$ cat src/rtl/dram_arb_pkg.sv
// dram_arb_pkg
//   Shared definitions for the two-client DRAM arbiter.
//   arb_state_t : arbiter FSM encoding (also exported on the debug port)
//   CLIENT0/1   : client id values carried in the grant id
package dram_arb_pkg;

   typedef enum logic [1:0] {
      S_IDLE  = 2'd0,
      S_ISSUE = 2'd1,
      S_WAIT  = 2'd2,
      S_DONE  = 2'd3
   } arb_state_t;

   localparam logic CLIENT0 = 1'b0;
   localparam logic CLIENT1 = 1'b1;

endpackage

$ cat src/rtl/dram_arbiter_rr_arb2.sv
// rr_arb2
//   Combinational two-way round-robin pick.
//   req[1:0]  : request per client
//   last      : id of the most recently granted client
//   gnt_valid : at least one request is present
//   gnt_id    : chosen client (the one that is not 'last' on a tie)
module rr_arb2
   import dram_arb_pkg::*;
(
   input  logic [1:0] req,
   input  logic       last,
   output logic       gnt_valid,
   output logic       gnt_id
);

   always_comb begin
      gnt_valid = |req;
      gnt_id    = CLIENT0;
      case (req)
         2'b01:   gnt_id = CLIENT0;
         2'b10:   gnt_id = CLIENT1;
         2'b11:   gnt_id = ~last;
         default: gnt_id = CLIENT0;
      endcase
   end

endmodule

$ cat src/rtl/dram_arbiter.sv
// dram_arbiter
//   Shares one byte-wide DRAM controller between two clients, one access at
//   a time, with round-robin fairness and an ack timeout.
//   clk, rst_n                 : clock, synchronous active-low reset
//   cN_req/write/addr/wr_data  : client N request and fields
//   cN_ack, cN_done            : one-cycle accept / completion pulses
//   cN_rd_data                 : per-client read byte, held until next done
//   m_ena/write/addr/wr_data   : controller strobe and request fields
//   m_ack, m_busy, m_rd_data   : controller accept, busy and read data
//   err                        : sticky ack-timeout flag
//   dbg_state                  : current FSM state
//
// Handshake: a client raises cN_req with stable fields and holds both until
// it sees cN_ack; fields are latched in that grant cycle and the client is
// free afterwards. cN_done later marks completion of that same access.
// Towards the controller, m_ena with stable fields is held until m_ack; the
// access is finished once m_busy is low in the cycles after m_ack.
module dram_arbiter
   import dram_arb_pkg::*;
#(
   parameter int AW          = 24,
   parameter int DW          = 8,
   parameter int ACK_TIMEOUT = 255
) (
   input  logic          clk,
   input  logic          rst_n,
   input  logic          c0_req,
   input  logic          c0_write,
   input  logic [AW-1:0] c0_addr,
   input  logic [DW-1:0] c0_wr_data,
   output logic          c0_ack,
   output logic          c0_done,
   output logic [DW-1:0] c0_rd_data,
   input  logic          c1_req,
   input  logic          c1_write,
   input  logic [AW-1:0] c1_addr,
   input  logic [DW-1:0] c1_wr_data,
   output logic          c1_ack,
   output logic          c1_done,
   output logic [DW-1:0] c1_rd_data,
   output logic          m_ena,
   output logic          m_write,
   output logic [AW-1:0] m_addr,
   output logic [DW-1:0] m_wr_data,
   input  logic          m_ack,
   input  logic          m_busy,
   input  logic [DW-1:0] m_rd_data,
   output logic          err,
   output arb_state_t    dbg_state
);

   localparam int            TW      = $clog2(ACK_TIMEOUT + 1);
   localparam logic [TW-1:0] TMO_MAX = TW'(ACK_TIMEOUT);

   arb_state_t    state_q, state_d;
   logic          last_q, last_d;
   logic          gnt_id_q, gnt_id_d;
   logic          m_ena_q, m_ena_d;
   logic          m_write_q, m_write_d;
   logic [AW-1:0] m_addr_q, m_addr_d;
   logic [DW-1:0] m_wr_data_q, m_wr_data_d;
   logic          c0_ack_q, c0_ack_d, c1_ack_q, c1_ack_d;
   logic          c0_done_q, c0_done_d, c1_done_q, c1_done_d;
   logic [DW-1:0] c0_rd_q, c0_rd_d, c1_rd_q, c1_rd_d;
   logic          err_q, err_d;
   logic [TW-1:0] tmo_q, tmo_d, tmo_inc;

   logic          gnt_valid;
   logic          gnt_id;

   rr_arb2 u_rr (
      .req       ({c1_req, c0_req}),
      .last      (last_q),
      .gnt_valid (gnt_valid),
      .gnt_id    (gnt_id)
   );

   always_comb begin
      state_d     = state_q;
      last_d      = last_q;
      gnt_id_d    = gnt_id_q;
      m_ena_d     = m_ena_q;
      m_write_d   = m_write_q;
      m_addr_d    = m_addr_q;
      m_wr_data_d = m_wr_data_q;
      c0_ack_d    = 1'b0;
      c1_ack_d    = 1'b0;
      c0_done_d   = 1'b0;
      c1_done_d   = 1'b0;
      c0_rd_d     = c0_rd_q;
      c1_rd_d     = c1_rd_q;
      err_d       = err_q;
      tmo_d       = tmo_q;
      // Saturating increment: the counter parks at its maximum, never wraps.
      tmo_inc     = (tmo_q == TMO_MAX) ? tmo_q : tmo_q + 1'b1;

      case (state_q)
         S_IDLE: begin
            // Holding off while the controller is busy also covers its
            // power-up init and an access left running across a reset.
            if (gnt_valid && !m_busy) begin
               gnt_id_d = gnt_id;
               last_d   = gnt_id;
               tmo_d    = '0;
               m_ena_d  = 1'b1;
               state_d  = S_ISSUE;
               if (gnt_id == CLIENT1) begin
                  m_write_d   = c1_write;
                  m_addr_d    = c1_addr;
                  m_wr_data_d = c1_wr_data;
                  c1_ack_d    = 1'b1;
               end else begin
                  m_write_d   = c0_write;
                  m_addr_d    = c0_addr;
                  m_wr_data_d = c0_wr_data;
                  c0_ack_d    = 1'b1;
               end
            end
         end
         S_ISSUE: begin
            if (m_ack) begin
               m_ena_d = 1'b0;
               state_d = S_WAIT;
            end else begin
               tmo_d = tmo_inc;
               // m_ena has then been high for ACK_TIMEOUT cycles.
               if (tmo_inc == TMO_MAX) begin
                  m_ena_d = 1'b0;
                  err_d   = 1'b1;
                  state_d = S_DONE;
               end
            end
         end
         S_WAIT: begin
            if (!m_busy) begin
               if (!m_write_q) begin
                  if (gnt_id_q == CLIENT1) c1_rd_d = m_rd_data;
                  else                     c0_rd_d = m_rd_data;
               end
               state_d = S_DONE;
            end
         end
         S_DONE: begin
            // First cycle raises the done pulse, second cycle (pulse visible)
            // returns to idle.
            if (c0_done_q || c1_done_q) begin
               state_d = S_IDLE;
            end else if (gnt_id_q == CLIENT1) begin
               c1_done_d = 1'b1;
            end else begin
               c0_done_d = 1'b1;
            end
         end
         default: state_d = S_IDLE;
      endcase
   end

   always_ff @(posedge clk) begin
      if (!rst_n) begin
         state_q     <= S_IDLE;
         last_q      <= CLIENT1;
         gnt_id_q    <= CLIENT0;
         m_ena_q     <= 1'b0;
         m_write_q   <= 1'b0;
         m_addr_q    <= '0;
         m_wr_data_q <= '0;
         c0_ack_q    <= 1'b0;
         c1_ack_q    <= 1'b0;
         c0_done_q   <= 1'b0;
         c1_done_q   <= 1'b0;
         c0_rd_q     <= '0;
         c1_rd_q     <= '0;
         err_q       <= 1'b0;
         tmo_q       <= '0;
      end else begin
         state_q     <= state_d;
         last_q      <= last_d;
         gnt_id_q    <= gnt_id_d;
         m_ena_q     <= m_ena_d;
         m_write_q   <= m_write_d;
         m_addr_q    <= m_addr_d;
         m_wr_data_q <= m_wr_data_d;
         c0_ack_q    <= c0_ack_d;
         c1_ack_q    <= c1_ack_d;
         c0_done_q   <= c0_done_d;
         c1_done_q   <= c1_done_d;
         c0_rd_q     <= c0_rd_d;
         c1_rd_q     <= c1_rd_d;
         err_q       <= err_d;
         tmo_q       <= tmo_d;
      end
   end

   assign c0_ack     = c0_ack_q;
   assign c1_ack     = c1_ack_q;
   assign c0_done    = c0_done_q;
   assign c1_done    = c1_done_q;
   assign c0_rd_data = c0_rd_q;
   assign c1_rd_data = c1_rd_q;
   assign m_ena      = m_ena_q;
   assign m_write    = m_write_q;
   assign m_addr     = m_addr_q;
   assign m_wr_data  = m_wr_data_q;
   assign err        = err_q;
   assign dbg_state  = state_q;

endmodule

$ cat config.mk
export PLATFORM = sky130hd
export DESIGN_NAME = dram_arbiter
export DESIGN_NICKNAME = d
export VERILOG_FILES = /design/src/rtl/dram_arb_pkg.sv /design/src/rtl/dram_arbiter_rr_arb2.sv /design/src/rtl/dram_arbiter.sv
export SDC_FILE = /design/constraint.sdc
export NUM_CORES = 1
export LEC_CHECK = 0
export CORE_ASPECT_RATIO = 1.75
export CORE_MARGIN = 2
export CORE_UTILIZATION = 43
export DETAILED_ROUTE_END_ITERATION = 10
export PLACE_DENSITY = 0.81
export SYNTH_ARGS = -nofsm -noshare
export SYNTH_HDL_FRONTEND = slang
export SYNTH_SLANG_ARGS = --single-unit
$ cat constraint.sdc
create_clock -name clk -period 2.2 [get_ports clk]
set_clock_uncertainty 0.2 [all_clocks]
set_input_delay 0.22 -clock clk [delete_from_list [all_inputs] [get_ports clk]]
set_output_delay 0.22 -clock clk [all_outputs]
set_load 0.05 [all_outputs]
==> impl_summary.md, run 1 <==
Status
The run finished with clean final reports.

Synthesis
When the netlist entered floorplanning its net count stood at 427. In the synthesized netlist, the cells that appear most often are sky130_fd_sc_hd__dfxtp_1, sky130_fd_sc_hd__nand2_1, sky130_fd_sc_hd__mux2i_1, sky130_fd_sc_hd__o211a_1, sky130_fd_sc_hd__clkbuf_1. sky130_fd_sc_hd__dfxtp_1 is the most common cell in the netlist. The most used flip-flop cell after synthesis is sky130_fd_sc_hd__dfxtp_1. Synthesis produced a netlist whose cell count is 341. Synthesis inferred 67 register bits.

The synthesized area per cell is 9.44 µm². sky130_fd_sc_hd__dfxtp_1 takes more of the synthesized area than any other cell. After synthesis, the netlist uses 44 different library cells.

The total of warnings raised by yosys is 0. Sorting the synthesized cells by area gives the leading types as sky130_fd_sc_hd__dfxtp_1, sky130_fd_sc_hd__mux2i_1, sky130_fd_sc_hd__o211a_1. Counting flops with a built-in enable in the synthesized netlist gives 0. Counting flops with an async set or reset pin after synthesis yields a share of 0%. The mapped cell area is 3220 µm².

The share of synthesized area in the top cell type comes to 41.7%. Summing the sequential cell areas from Yosys gives 41.7% of the chip area.

Placed design
The congestion estimate from routability-driven global placement came to 0.875. The number of I/O port buffers is 136. The number of cells after detailed placement is 548. At the placement stage, the worst setup path has a slack of 0.0460 ns. The post-detailed-placement half-perimeter wirelength is 6790 µm.

Clocking
Counting every sink on the clock net gives 67. CTS built an H-tree with a depth of 3. The number of hold buffers added after cts is 0. TritonCTS built the clock tree. Counting the buffers created by CTS gives 9. Clock-pin slew was measured on the worst setup and hold paths at 0.05 ns. In this run the clock root is driven by a sky130_fd_sc_hd__clkbuf_16. Counting along the longest clock path gives a buffer depth of 2. The clock latency on the worst-skew pair is 0.33 ns.

Setup path
The element type at the critical path end is a flip-flop. Of all nets on the critical path, the largest fanout is 9. The critical path in this run is classified as flip-flop to flip-flop. The startpoint type of the worst setup path is a flip-flop. The arrival time of data at the critical path endpoint is 2.10 ns. The data required time of the worst path is 2.25 ns.

Detailed routing
The DRC violations left is 0. After the first detailed-routing iteration, the DRC count stood at 88. After detailed routing, the average wire length per cell comes to 15.8 µm. Dividing the detail-routed via count by the number of cells gives 5.35. After detailed routing, the total wire length is 8920 µm.

The first detailed-routing pass ran for 4 iterations. The via count of the routed design is 3011. In this run the remaining antenna-violating nets after routing total 0.

Min path
The class of the tightest hold or removal check is input port to flip-flop.

STA
The setup violation total in the final timing report is 0. The final count of hold timing violations is 0. Static timing analysis puts the maximum clock frequency at 0.488 GHz. For the pin with the worst max-slew slack, the measured transition is 0.691 ns.

The final number of max-transition violations is 0. The shortest period the worst path allows is 2.05 ns. The worst hold-check slack is 0.203 ns.

The worst max-slew margin expressed relative to the limit is 53.9%. Setup repair after global routing left no endpoint under its margin. The final setup TNS is 0 ns. Once routing completed, OpenROAD measured the worst setup slack at 0.150 ns. In the finished design, the share of the clock period the worst path needs comes to 93.2%.

Floorplan
In this run the count of I/O pins placed on the die edge is 137. In this run the core area contains 41 standard-cell rows. The die covers 8220 µm². The die is 69.4 µm wide. The floorplan step defined a core boundary enclosing 7230 µm². The initial utilization of the core area, before any placement, comes to 44.5%. From bottom edge to top edge, the die measures 118 µm.

Global route
Global routing used 22.6% of the available tracks across all layers. The number of antenna violations at the first check in global routing is 0. The first-pass GRT wire length is 14800 µm. The total overflow left after global routing is 0. The number of global-route vias before repair is 3171. The pin count of the biggest net entering global routing is 73.

Job
The number of max-cap violations is 0.

Power and ir drop
In this run the power density over the cells is 979 nW/µm². VDD sags by at most 753 µV. The cell leakage power is 2.17 nW.

Cells and area
The final layout contains 559 nets. Leaving out filler cells and counting taps, the final layout contains 563. The fraction of layout instances using a drive strength above 1 is 9.01%.

The area growth from synthesis to layout is 55.9%. The total inserted antenna cells is 0.
==> path summary, 6_finish.rpt <==
path | start | endpoint | slack, ns | cells past startpoint
worst max-delay path | tmo_q[5] | dbg_state[1] | 0.15 | 5
worst min-delay path | rst_n | last_q | 0.20 | 2
worst max register to register | tmo_q[5] | dbg_state[1] | 0.15 | 5
worst min register to register | c0_rd_data[1] | c0_rd_data[1] | 0.27 | 2
==> worst max-delay path, stage by stage, from the launching register on <==
cell	delay, ns
sky130_fd_sc_hd__dfxtp_1	0.48
sky130_fd_sc_hd__nand4_1	0.22
sky130_fd_sc_hd__nor4_1	0.41
sky130_fd_sc_hd__o211ai_2	0.17
sky130_fd_sc_hd__a211oi_2	0.27
sky130_fd_sc_hd__mux2i_1	0.23
==> routing by layer <==
metal / up-vias / wire [µm] / track usage, %
li1: 1490 / - / -
met1: 1418 / 3140 / 22.3
met2: 88 / 5050 / 42.1
met3: 15 / 526 / 7.76
met4: 0 / 204 / 9.19
met5: - / 0 / 0
==> cell usage in the layout (no fill, tap or decap), types with 2 or more instances in the layout <==
cell	count
sky130_fd_sc_hd__a21boi_0	9
sky130_fd_sc_hd__a21o_1	2
sky130_fd_sc_hd__a21oi_1	9
sky130_fd_sc_hd__a31oi_1	4
sky130_fd_sc_hd__a41oi_1	2
sky130_fd_sc_hd__and3_1	4
sky130_fd_sc_hd__and4_1	2
sky130_fd_sc_hd__buf_12	3
sky130_fd_sc_hd__buf_4	10
sky130_fd_sc_hd__clkbuf_1	2
sky130_fd_sc_hd__clkbuf_16	9
sky130_fd_sc_hd__clkbuf_8	2
sky130_fd_sc_hd__clkdlybuf4s50_1	135
sky130_fd_sc_hd__dfxtp_1	64
sky130_fd_sc_hd__dfxtp_2	3
sky130_fd_sc_hd__ha_1	5
sky130_fd_sc_hd__inv_1	2
sky130_fd_sc_hd__mux2i_1	42
sky130_fd_sc_hd__nand2_1	60
sky130_fd_sc_hd__nand2b_1	4
sky130_fd_sc_hd__nand3_1	4
sky130_fd_sc_hd__nand4_1	2
sky130_fd_sc_hd__nor2_1	11
sky130_fd_sc_hd__nor2b_1	12
sky130_fd_sc_hd__nor3_1	2
sky130_fd_sc_hd__nor3b_1	4
sky130_fd_sc_hd__o211a_1	34
sky130_fd_sc_hd__o211ai_1	2
sky130_fd_sc_hd__o211ai_2	2
sky130_fd_sc_hd__o21ai_0	6
==> where the power goes <==
group          total, mW  internal (mW)  switching [mW]
logic               1.97          0.789            1.18
registers           1.53           1.41           0.125
clock network       1.41          0.930           0.482
total               4.92           3.13            1.79
==> final cells by class <==
class / count / area, µm²
timing repair buffer: 149 / 1490
fill: 586 / 2210
tap: 86 / 108
multi-input combinational: 244 / 1770
sequential: 67 / 1350
inverter: 2 / 7.51
clock inverter: 2 / 35.0
clock buffer: 13 / 260
==> stage by stage <==
| stage | power, mW | area (µm²) | utilization [%] |
|---|---|---|---|
| after global placement | 3.48 | 4720 | 65.2 |
| after global routing | 5.15 | 5020 | 69.4 |
| final | 4.92 | 5020 | 69.4 |
| after detailed placement | 3.52 | 4720 | 65.2 |
| after CTS | 4.96 | 5010 | 69.3 |
| after floorplan | 2.81 | 3220 | - |
==> flip-flops by register name (all words and copies together) (netlist names), 2 cells and up <==
signal	count
c0_rd_data	8
c1_rd_data	8
dbg_state	2
m_addr	24
m_wr_data	8
tmo_q	8
==> kinds of logic after synthesis <==
| family | Yosys count | share of synthesized area (%) |
|---|---|---|
| flip-flops | 67 | 41.7 |
| buffers and inverters | 30 | 4.12 |
| multiplexers | 42 | 13.1 |
| XOR/XNOR | 1 | 0.272 |
| AND/OR/NAND/NOR | 115 | 17.6 |
| adder cells (fa/ha/maj) | 6 | 2.33 |
| AO/OA/AOI/OAI | 80 | 21.0 |
==> repair_timing <==
action / CTS / global route
endpoints found under the setup margin: 0 / 8
buffers inserted: 0 / 0
resized for setup: 0 / 3
Note: power is estimated with default switching activity, not from simulation.
==> run 2: changes to the inputs <==
- CORE_UTILIZATION: 43 -> 42
- PLACE_DENSITY: 0.81 -> 0.8
- RECOVER_POWER: default -> 50
- SYNTH_HIERARCHICAL: default -> 1
==> run 2 against run 1 <==
Compared with the run above: cell area is 1.4% lower; total power increased by 0.16%; routed wire length decreased by 3.2%; global-route usage shrank 0.64 points; sequential share of layout area rose by 0.42 points; sequential power about the same; worst hold slack lost 0.11 ns; die area up 1.3%; sequential cell count unchanged; core utilization is 3.1 points lower; maximum frequency down 1.0%; cell count decreased by 0.18%.
==> impl_summary.md, run 2 <==
Status
The flow ran to the end, and the final reports show no timing, DRC or antenna violations.

Synthesis
Summing the areas of all fa, ha and maj instances in the mapped netlist gives 2.36% of the synthesized area. The post-synthesis instance total is 335. Of the total synthesized cell area, the portion taken by XOR and XNOR cells is 0%. The most common cell in the netlist is sky130_fd_sc_hd__dfxtp_1. In this run, synthesis produced a sequential element count of 67.

Measured against the total synthesized area, the mux share comes to 13.5%. After synthesis, flip-flops and latches occupy 42.1% of the total area. In the synthesized netlist the dominant register cell turns out to be sky130_fd_sc_hd__dfxtp_1. The cell type with the largest total area after synthesis is sky130_fd_sc_hd__dfxtp_1.

The synthesized netlist devotes 19.4% of its cell area to compound gates. The portion of synthesized cell area occupied by the leading cell type is 42.1%. The mapped cell area is 3190 µm². The total of warnings raised by yosys is 6. After synthesis, the share of flip-flops with an asynchronous set or reset is 0%. The commonest cells after synthesis are sky130_fd_sc_hd__dfxtp_1, sky130_fd_sc_hd__nand2_1, sky130_fd_sc_hd__mux2i_1, sky130_fd_sc_hd__o211a_1, sky130_fd_sc_hd__clkbuf_1. Ranked by total cell area, the synthesized netlist is headed by sky130_fd_sc_hd__dfxtp_1, sky130_fd_sc_hd__mux2i_1, sky130_fd_sc_hd__o211a_1. After synthesis, the mean cell area works out to 9.51 µm². The synthesized netlist net count is 421.

The combinational family with the most area after synthesis is compound AO/OA/AOI/OAI gates. The number of flops mapped to enable cells by yosys is 0. The number of different library cells used by synthesis comes to 46. The synthesized netlist devotes 18.1% of its cell area to simple gates.

STA
The final count of hold timing violations is 0. The worst hold-check slack is 0.0979 ns. Setup repair after global routing left no endpoint under its margin.

Static timing analysis puts the maximum clock frequency at 0.483 GHz. Dividing the final minimum period by the clock period gives 94.1%. The shortest period the worst path allows is 2.07 ns. At the pin with the least slew margin, the transition time is 0.546 ns.

The slack of the critical path is 0.129 ns. The final number of max-transition violations was 0. Setup violations remaining at the end of the flow were counted as 0.

The final setup TNS is 0 ns. The worst max-slew margin expressed relative to the limit is 63.5%.

Clocking
In this run the clock root is driven by a sky130_fd_sc_hd__clkbuf_16. The TritonCTS clock tree is done. The total clock sinks is 67. In this run the deepest clock path goes through 2 buffers.

In this run the number of H-tree levels came out at 3. The clock latency on the worst-skew pair is 0.33 ns. The number of hold buffers added after cts is 0. The clock buffer count from CTS is 9. The clock-pin slew of the registers on the worst-case setup and hold paths is 0.05 ns.

Power and ir drop
Total power for the finished layout comes to 4.92 mW. Summed over all cells, the static leakage comes to 2.16 nW. For this design the ratio of total power to cell area is 995 nW/µm². The worst-case vdd ir drop is 678 µV.

Cells and area
The relative area change from synthesis to final layout is 55.3%. The count of nets after finishing is 555. In the layout the commonest cells are sky130_fd_sc_hd__clkdlybuf4s50_1, sky130_fd_sc_hd__nand2_1, sky130_fd_sc_hd__dfxtp_1.

The filler cells instantiated in the layout total 613. The most common cell after layout, fill and taps aside is sky130_fd_sc_hd__clkdlybuf4s50_1. The total inserted antenna cells is 0.

The final standard cell area without fillers is 4950 µm². The flip-flop count of the largest register, all copies and words added is 24. Of the cells placed in the final design, the portion with a size suffix greater than 1 is 9.07%.

Floorplan
The floorplan step defined a die boundary enclosing 8330 µm². The width of the die is 69.8 µm. The count of standard-cell rows is 42. The core box area is 7460 µm². The initial standard-cell utilization of the core is 42.7%. Measured along the y axis, the die boundary spans 119 µm.

137 I/O pins were placed.

Global route
The number of global-route vias before repair is 3092. Summed over all layers, the global routing overflow is 0. The number of antenna violations at the first check in global routing is 0. Entering global routing, the biggest net connects 70 pins. The first global-routing pass estimated 14600 µm of wire. In the global route stage, overall resource usage came out at 22.0%.

Setup path
The cell with the largest stage delay on the worst path is sky130_fd_sc_hd__a2111o_1. At the worst endpoint, the required time is 2.25 ns. The element type at the critical path end is a flip-flop. The arrival time of data at the critical path endpoint is 2.12 ns. The maximum fanout encountered on the critical timing path is 6.

The type of the worst setup path is flip-flop to flip-flop. The critical path's most frequent cell is sky130_fd_sc_hd__mux2i_1. The signal on the critical path passes through and3_2 > nand3_2 > mux2i_1 > a2111o_1 > a21boi_2 > mux2i_1.

Setup slack on the worst reg-to-reg path comes out at 0.13 ns. The worst setup path is launched from a flip-flop. The worst stage delay on the critical path is 0.46 ns.

Min path
The class of the tightest hold or removal check is input port to flip-flop.

Detailed routing
For this block, the routed nets add up to 8640 µm of wire. The number of nets with antenna violations after detailed routing is 0. The DRC violations left is 0. Across all layers, the routed design uses 2996 vias. The number of detailed-routing iterations run before antenna repair is 5. Using the TritonRoute via totals, the vias-per-cell ratio works out to 5.33. After the first detailed-routing iteration, the DRC count stood at 160.

The wire length per cell is 15.4 µm.

Placed design
The post-place setup slack is 0.0218 ns. After legalization and detailed placement, the total HPWL measured 6410 µm. The last weighted congestion value of the routability-driven placer is 0.796. The placement-stage cell area is 4650 µm².

The count of buffers added on input and output ports is 136.

Job
The tool flagged a number of max-cap violations equal to 0.
## run 2: path summary, 6_finish.rpt
check                start            end  depth (start not counted)
max               tmo_q[2]   dbg_state[1]                          6
min                  rst_n         last_q                          2
max reg2reg       tmo_q[2]   dbg_state[1]                          6
min reg2reg  c0_rd_data[2]  c0_rd_data[2]                          2
## run 2: stage by stage
step / cells / utilization, %
finish: 562 / 66.3
global route: 562 / 66.3
global placement: 545 / 62.3
detailed placement: 545 / 62.3
floorplan: 335 / -
CTS: 561 / 66.3
## run 2: kinds of logic (layout without fill, tap and decap cells)
family | Yosys count | count (layout)
AND/OR/NAND/NOR | 117 | 117
AO/OA/AOI/OAI | 74 | 74
flip-flops | 67 | 67
multiplexers | 43 | 43
buffers and inverters | 28 | 167
adder cells (fa/ha/maj) | 6 | 6
## run 2: layout make-up
class | count | area, µm² | area share, %
clock buffers | 15 | 288 | 5.82
flip-flops and latches | 67 | 1350 | 27.2
repair buffers | 147 | 1450 | 29.4
inverters | 4 | 15.0 | 0.303
well taps | 88 | 110 | 2.23
multi-input cells | 240 | 1730 | 35.0
clock inverters | 1 | 5.00 | 0.101
## run 2: routing by layer
metal	share of wire, %	global-route usage, %	wire, µm	vias up
met2	54	37.9	4650	122
met1	36	23.2	3090	1394
li1	-	-	-	1458
met4	2.9	11.4	252	0
met5	0	0	0	-
met3	7.4	7.70	642	22
## run 2: where the power goes
part           internal [mW]  switching, mW
combinational          0.778           1.22
clock                  0.884          0.489
sequential              1.42          0.135
total                   3.08           1.84
## run 2: repair_timing
action / 4_1_cts / 5_1_grt
pin swaps: 0 / 2
gates resized for setup: 1 / 6
endpoints found under the setup margin: 1 / 3
setup buffers: 0 / 1
## run 2: worst max-delay path: cells and delay by family, from the launching register on
family           cells  cell delay, ns
AO/OA/AOI/OAI        2            0.66
AND/OR/NAND/NOR      2            0.38
multiplexers         2            0.34
flip-flops           1            0.42
==> run 3: changes to the inputs <==
- ABC_CLOCK_PERIOD_IN_PS: default -> 2200
- CORE_ASPECT_RATIO: 1.75 -> default
- SLEW_MARGIN: default -> 5
==> run 3 against run 2 <==
Compared with the run above: routed wire length is 5.2% lower; cell count rose by 2.1%; non-clock buffer count grew 2; cell area fell by 1.6%; global-route usage shrank 1.6 points; maximum frequency decreased by 0.23%; clock power fell by 26%; critical path depth down 5; core utilization increased by 0.48 points; critical path type is now flip-flop to primary output; critical endpoint is now dbg_state[0].
==> impl_summary.md, run 3 (synthesized netlist as in run 2, its figures left out) <==
Clocking
After clock tree synthesis, the clock-pin slew on the worst setup and hold paths is 0.07 ns. The number of clock buffers added by TritonCTS is 9. The root buffer cell is sky130_fd_sc_hd__clkbuf_8. At the later pin of the worst-skew pair, clock insertion delay measures 0.33 ns.

The number of buffers on the longest clock path is 2. The TritonCTS clock tree is done. After clock tree synthesis, the flow added hold-fix buffers numbering 0.

The maximum level of the CTS H-tree is 3. The total clock sinks is 67.

Setup path
On the worst path, the slowest cell contributes a delay of 0.86 ns. Along the worst path, the maximum fanout reaches 7. The critical path goes through clkdlybuf4s50_1. The worst setup path is captured at a primary output. The cell family contributing the most delay on the critical path is buffers and inverters.

Data arrives at the worst endpoint at 1.66 ns. The critical path in this run is classified as flip-flop to primary output. STA classifies the critical path startpoint as a flip-flop. The buffers plus inverters on the worst setup path is 1. The slowest stage of the critical path is the sky130_fd_sc_hd__clkdlybuf4s50_1 cell. Data on the critical path is required at its endpoint by 1.78 ns.

Placed design
The congestion estimate from routability-driven global placement came to 0.954. The post-detailed-placement half-perimeter wirelength is 6130 µm. Port buffering added 136 buffers. The post-place setup slack is -0.00483 ns.

The placement-stage cell area is 4680 µm².

STA
The shortest period the worst path allows is 2.08 ns. The pin slew with the least headroom to its limit is 0.579 ns. Setup slack on the critical path of the routed design comes to 0.125 ns. Of the available clock period, the critical path in the final layout requires 94.3%. The final count of hold timing violations is 0.

The setup violation total in the final timing report is 0. In the final timing run, aggregate negative setup slack is 0 ns. Based on the critical path, the design can be clocked at up to 0.482 GHz. The final number of max-transition violations is 0. The worst max-slew margin expressed relative to the limit is 61.4%.

Cells and area
The flip-flop count of the largest register, all copies and words added is 24. The count of nets after finishing is 557. The area growth from synthesis to layout is 52.9%. The total inserted antenna cells is 0.

Leaving out fill and tap cells, the most frequent cells in the layout are sky130_fd_sc_hd__clkdlybuf4s50_1, sky130_fd_sc_hd__nand2_1, sky130_fd_sc_hd__dfxtp_1. Leaving out fill and tap cells, the most frequent cell in the layout is sky130_fd_sc_hd__clkdlybuf4s50_1. The fraction of layout instances using a drive strength above 1 is 9.47%. The final standard cell area without fillers is 4870 µm².

Global route
The number of global-route vias before repair came to 3052. The total routing resource utilization after global routing is 20.4%. The number of antenna violations at the first check in global routing is 0. After global routing the overflow that remains totals 0. Entering global routing, the biggest net connects 70 pins. The first-pass GRT wire length is 13700 µm.

Detailed routing
After detailed routing, the total wire length is 8190 µm. The via count of the routed design is 2979. The number of nets with antenna violations after detailed routing is 0. After detailed routing, the average wire length per cell comes to 14.3 µm. The first TritonRoute pass finished after 7 iterations. The number of design-rule violations left by the first detailed-router iteration is 86. In the routed design, unresolved DRC markers number 0. The detailed-route vias per instance is 5.19.

Job
Across the run, the number of max-cap violations was 0.

Floorplan
The floorplan has 31 rows. From bottom edge to top edge, the die measures 91.1 µm. Once the floorplan was initialized, standard cells occupied 43.7% of the core. The die covers 8300 µm². 137 I/O pins were placed. In this run the horizontal extent of the chip is 91.1 µm. The core box area is 7290 µm².

Power and ir drop
After layout, the design draws a total of 4.56 mW. The power density relative to cell area is 937 nW/µm². The analysis attributes to cell leakage a power of 2.11 nW. The worst-case vdd ir drop is 495 µV.

Status
The run finished with clean final reports.

Min path
The min-delay analysis places its worst path in the category input port to flip-flop.
[run 3: final cells by class]
class / count / area [µm²]
fill: 628 / 2420
multi-input combinational: 240 / 1730
timing repair buffer: 149 / 1460
sequential: 67 / 1350
clock buffer: 11 / 141
tap: 99 / 124
clock inverter: 4 / 51.3
inverter: 4 / 15.0
[run 3: timing repair]
action	in CTS	in global routing
buffers inserted	0	1
setup endpoints to repair	2	3
gates resized for setup	1	4
pin swaps	0	3
[run 3: worst paths after layout]
path                       from             to  slack, ns  cells past startpoint
setup / recovery   dbg_state[0]   dbg_state[0]       0.12                      1
hold / removal            rst_n        c0_done       0.19                      3
setup reg to reg       tmo_q[1]   dbg_state[1]       0.14                      7
hold reg to reg   c0_rd_data[3]  c0_rd_data[3]       0.26                      2
[run 3: layer usage]
| metal | global-route usage (%) | up-vias | share of wire, % |
|---|---|---|---|
| met1 | 22.0 | 1375 | 39 |
| met5 | 0 | - | 0 |
| met4 | 8.84 | 0 | 1.7 |
| li1 | - | 1467 | - |
| met2 | 35.4 | 122 | 50 |
| met3 | 7.88 | 15 | 9.8 |
[run 3: report_power, final]
group	internal, mW	leakage (nW)	switching [mW]	total (mW)
Clock	0.549	0.0954	0.458	1.01
Combinational	0.775	1.47	1.23	2.00
Sequential	1.42	0.549	0.136	1.55
Total	2.74	2.11	1.82	4.56
[run 3: per-stage QoR]
stage          hold slack, ns  utilization, %  cells
2_1_floorplan           0.155               -    335
3_3_place_gp            0.241            64.2    558
3_5_place_dp            0.246            64.2    558
4_1_cts                 0.172            66.8    573
5_1_grt                 0.212            66.8    574
6_report                0.185            66.8    574
[run 3: tightest hold or removal path, stage by stage]
cell	delay, ns
sky130_fd_sc_hd__buf_2	0.29
sky130_fd_sc_hd__nand2_1	0.13
sky130_fd_sc_hd__nor2_1	0.03
